### config.mk
export PLATFORM = sky130hd
export DESIGN_NAME = bcd_tick_counter
export DESIGN_NICKNAME = d
export VERILOG_FILES = /design/src/rtl/bcd_tick_counter.sv
export SDC_FILE = /design/constraint.sdc
export NUM_CORES = 1
export LEC_CHECK = 0
export BUFFER_PORTS_ARGS = -buffer_cell sky130_fd_sc_hd__buf_2
export CAP_MARGIN = 5
export CELL_PAD_IN_SITES_DETAIL_PLACEMENT = 0
export CELL_PAD_IN_SITES_GLOBAL_PLACEMENT = 1
export CORE_ASPECT_RATIO = 0.9
export CORE_MARGIN = 1.5
export CORE_UTILIZATION = 43
export DETAILED_ROUTE_END_ITERATION = 8
export PLACE_DENSITY_LB_ADDON = 0.3
export SLEW_MARGIN = 20
export SYNTH_ARGS = -nofsm -noshare
export SYNTH_HDL_FRONTEND = slang
export SYNTH_SLANG_ARGS = --single-unit
### constraint.sdc
create_clock -name clk -period 2.15 [get_ports clk]
set_clock_uncertainty 0.05 [all_clocks]
set_input_delay 0.3225 -clock clk [delete_from_list [all_inputs] [get_ports clk]]
set_output_delay 0.3225 -clock clk [all_outputs]
set_load 0.02 [all_outputs]
### src/rtl/bcd_tick_counter.sv
// Four-digit BCD counter advanced by edges of a slow, asynchronous divider toggle.
// Optional build macro BCD_UPDOWN_EN adds the up_dn port and BCD decrement.
module bcd_tick_counter #(
    parameter int unsigned SYNC_STAGES = 2,
    parameter bit          BOTH_EDGES  = 1'b1
) (
    input  logic        clk,
    input  logic        rst_n,
    input  logic        tick_in,
    input  logic        en,
    input  logic        clr,
`ifdef BCD_UPDOWN_EN
    input  logic        up_dn,
`endif
    output logic [15:0] bcd,
    output logic        tick_pulse,
    output logic        wrap
);

    logic [SYNC_STAGES-1:0] sync_q;
    logic                   s_last;
    logic                   prev_q;
    logic [2:0]             arm_cnt_q;
    logic                   armed_q;
    logic                   strobe_d, strobe_q;
    logic [15:0]            bcd_d, bcd_q;
    logic                   pulse_d, pulse_q;
    logic                   wrap_d, wrap_q;
    logic [15:0]            inc_val;
    logic                   inc_carry;

    assign s_last = sync_q[SYNC_STAGES-1];

    always_ff @(posedge clk or negedge rst_n) begin
        if (!rst_n) begin
            sync_q <= '0;
            prev_q <= 1'b0;
        end else begin
            sync_q <= {sync_q[SYNC_STAGES-2:0], tick_in};
            prev_q <= s_last;
        end
    end

    // Stay disarmed until both s_last and prev_q hold post-reset samples, so a
    // level already present at reset release is never mistaken for an edge.
    always_ff @(posedge clk or negedge rst_n) begin
        if (!rst_n) begin
            arm_cnt_q <= 3'd0;
            armed_q   <= 1'b0;
        end else if (!armed_q) begin
            arm_cnt_q <= arm_cnt_q + 3'd1;
            if (arm_cnt_q == 3'(SYNC_STAGES)) begin
                armed_q <= 1'b1;
            end
        end
    end

    always_comb begin
        strobe_d = 1'b0;
        if (armed_q) begin
            strobe_d = BOTH_EDGES ? (s_last ^ prev_q) : (s_last & ~prev_q);
        end
    end

    always_comb begin
        inc_val   = bcd_q;
        inc_carry = 1'b1;
        for (int i = 0; i < 4; i++) begin
            if (inc_carry) begin
                if (bcd_q[4*i +: 4] == 4'd9) begin
                    inc_val[4*i +: 4] = 4'd0;
                end else begin
                    inc_val[4*i +: 4] = bcd_q[4*i +: 4] + 4'd1;
                    inc_carry         = 1'b0;
                end
            end
        end
    end

`ifdef BCD_UPDOWN_EN
    logic [15:0] dec_val;
    logic        dec_borrow;

    always_comb begin
        dec_val    = bcd_q;
        dec_borrow = 1'b1;
        for (int i = 0; i < 4; i++) begin
            if (dec_borrow) begin
                if (bcd_q[4*i +: 4] == 4'd0) begin
                    dec_val[4*i +: 4] = 4'd9;
                end else begin
                    dec_val[4*i +: 4] = bcd_q[4*i +: 4] - 4'd1;
                    dec_borrow        = 1'b0;
                end
            end
        end
    end
`endif

    // clr wins over a counted strobe; a strobe seen while en is low is dropped.
    always_comb begin
        bcd_d   = bcd_q;
        pulse_d = 1'b0;
        wrap_d  = 1'b0;
        if (clr) begin
            bcd_d = 16'h0000;
        end else if (strobe_q && en) begin
            pulse_d = 1'b1;
`ifdef BCD_UPDOWN_EN
            if (up_dn) begin
                bcd_d  = inc_val;
                wrap_d = inc_carry;
            end else begin
                bcd_d  = dec_val;
                wrap_d = dec_borrow;
            end
`else
            bcd_d  = inc_val;
            wrap_d = inc_carry;
`endif
        end
    end

    always_ff @(posedge clk or negedge rst_n) begin
        if (!rst_n) begin
            strobe_q <= 1'b0;
            bcd_q    <= 16'h0000;
            pulse_q  <= 1'b0;
            wrap_q   <= 1'b0;
        end else begin
            strobe_q <= strobe_d;
            bcd_q    <= bcd_d;
            pulse_q  <= pulse_d;
            wrap_q   <= wrap_d;
        end
    end

    assign bcd        = bcd_q;
    assign tick_pulse = pulse_q;
    assign wrap       = wrap_q;

endmodule

==> flow_summary.yaml <==
synth:
  dominantRegCellSynth: "dfrtp_1"
  synth_seq_cells: 26
  synth_cell_types: 29
  seq_area_frac_synth: 0.485
  synth_top_area_frac: 0.485
  synthTopCellsByArea: "dfrtp_1 (49%), ha_1 (9.3%), buf_6 (4.2%)"
  postSynthAreaPerCell_um2: 10.8
  async_flop_share: 1.00
  synth_warnings: 0
  synth.net_count: 139
  synth_cells: 124
  synth_top_area_cell: "dfrtp_1"
  synth_edf_count: 0
  netlist_area_mm2: 0.00134
sta:
  worst_pin_slew_ps: 583
  hold_viol: 0
  finalSetupViolations: 0
  maxSlewViolCount: 0
  setup_tns_ps: 0
  whs_ps: 53.3
  rsz0062_at_grt: "no"
  fin_crit_ps: 1970
  fmax_mhz: 508
  slew_headroom: 0.612
  fin_crit_sh: 0.916
routing:
  via_per_inst: 4.98
  drt_iter0_drc: 33
  wl_per_cell_um: 11.8
  drc_errors: 0
  first_pass_iters: 4
  drt_wl_total_um: 2220
  ant_nets: 0
  vias: 937
critical_path:
  reg2reg_slack_ps: 180
  cp-start-kind: "flop"
  crit_type: "flop to flop"
  required_ps: 2350
  path_buf_inv: 1
  slowest_stage: "dfrtp_1"
  cp_top_family: "simple AND/OR/NAND/NOR gates"
  crit_fanout: 7
  r2r_start: "bcd[1]"
  reg2regPathDepth: 6
  worstPathArrival_ps: 2170
  reg2reg_to: "bcd[7]"
  worstSetupEndpointType: "flop"
  max_stage_delay_ps: 450
  path_cells: "inv_1, ha_1, and3b_1, nand2_1, or3_1, a21oi_1"
layout:
  drive_above_1_share: 0.205
  fin_area_mm2: 0.00149
  syn_to_final_growth_pct: 11.4
  num_antenna_cells: 0
  fill_cells: 287
  nets: 162
die:
  start_util: 0.444
  core-area_mm2: 0.00302
  ioPinCount: 23
  die_x_um: 61.9
  die_area_mm2: 0.00346
  std_cell_rows: 19
  die_h_um: 56.0
worst_hold_path:
  hp-start: "tick_in"
  hold_depth: 1
  min_to: "sync_q[0]"
  min_path_type: "input port to flop"
global_route:
  grt_max_degree: 27
  grt.overflow.total: 0
  antenna_found_initial: 0
  grt_pass1_wl_um: 3690
  grt_pass1_vias: 822
  grt_usage: 0.142
placement:
  dpl.hpwl_um: 1590
  gp_congestion: 0.745
  portBuffers: 22
  place_area_mm2: 0.00145
clocking:
  cts_hold_buffers: 1
  cts.reportedPaths.clkPinSlew_ps: 140
  cts_buffers: 3
  h-tree-depth: 1
  cts_root_buffer: "clkbuf_4"
  ctsResizeCount: 0
  insertion_delay_ps: 310
  cts_tree: "done"
  numClockSinks: 26
  clk_path_buf_depth: 2
  postCtsSetupBuffers: 0
power_and_ir_drop:
  vdd_drop_max_mv: 0.425
  power_density_mw_per_mm2: 582
  leakagePower_nw: 0.753
status:
  status: "complete, no violations"
job:
  drv_cap: 0
## sequential cells by signal, summed over array words and instances, names as in the netlist
| signal | flops |
|---|---|
| arm_cnt_q | 3 |
| armed_q | 1 |
| bcd | 16 |
| prev_q | 1 |
| strobe_q | 1 |
| sync_q | 2 |
| tick_pulse | 1 |
| wrap | 1 |
## layout by cell type (no fill, tap or decap), types with 2 or more instances in the layout
cell type and count:
dfrtp_1 26, buf_2 22, nor2_1 11, nand2_1 10, ha_1 10, a21oi_1 9, inv_1 7, o21ai_0 5
mux2i_1 4, or3_1 4, nand3_1 4, and3b_1 3, nor2b_1 3, xnor2_1 3, clkbuf_4 3, and2_1 2
a21o_1 2, nand4_1 2, nor4_1 2, nor3_1 2
## per-layer routing
metal | vias up | routed length [µm] | GRT usage
li1 | 473 | - | -
met1 | 438 | 1090 | 0.201
met2 | 24 | 1020 | 0.218
met3 | 2 | 95 | 0.0488
met4 | 0 | 17 | 0.0182
met5 | - | 0 | 0
## final cells by class
type	instances	area [µm²]	share of cell area
Clock buffer	4	36.3	0.0243
Inverter	7	26.3	0.0176
Multi-Input combinational cell	86	608	0.407
Sequential cell	26	651	0.436
Tap cell	42	52.6	0.0352
Timing Repair Buffer	23	120	0.0804
## cell usage after synthesis, types with 2 or more instances
library cell	n
a21o_1	2
a21oi_1	9
and2_1	2
and3b_1	3
buf_6	5
dfrtp_1	26
ha_1	10
inv_1	7
mux2i_1	4
nand2_1	10
nand3_1	4
nand4_1	2
nor2_1	11
nor2b_1	3
nor3_1	2
nor4_1	2
o21ai_0	5
or3_1	4
xnor2_1	3
## logic make-up after synthesis
| family | count (synthesis) | synth area share |
|---|---|---|
| AND/OR/NAND/NOR | 46 | 0.191 |
| multiplexers | 4 | 0.0299 |
| flip-flops | 26 | 0.485 |
| AO/OA/AOI/OAI | 22 | 0.113 |
| XOR/XNOR | 4 | 0.0261 |
| buffers and inverters | 12 | 0.0616 |
| adder cells (fa/ha/maj) | 10 | 0.0933 |
## metrics by stage
step / setup WS [ps] / cells / power (mW) / util
after floorplan: 382 / 124 / 0.603 / -
after global placement: 297 / 183 / 0.634 / 0.479
after detailed placement: 234 / 183 / 0.636 / 0.479
after CTS: 171 / 188 / 0.886 / 0.495
after global routing: 63.9 / 188 / 0.920 / 0.495
final: 180 / 188 / 0.869 / 0.495
## worst max-delay path by stage
stage,startpoint,to,slack (ps),cells past startpoint
final,bcd[1],bcd[7],180,6
after global routing,bcd[1],bcd[14],60,6
after CTS,bcd[1],bcd[7],170,6
after detailed placement,bcd[1],bcd[7],230,6
after global placement,bcd[5],bcd[14],300,6
after floorplan,bcd[0],bcd[14],380,6
## power by group
part / switching [mW] / leakage (nW) / internal, mW
Sequential: 0.0209 / 0.335 / 0.507
Combinational: 0.0626 / 0.397 / 0.0353
Clock: 0.140 / 0.0210 / 0.103
Total: 0.224 / 0.753 / 0.646
Note: power is estimated with default switching activity, not from simulation.
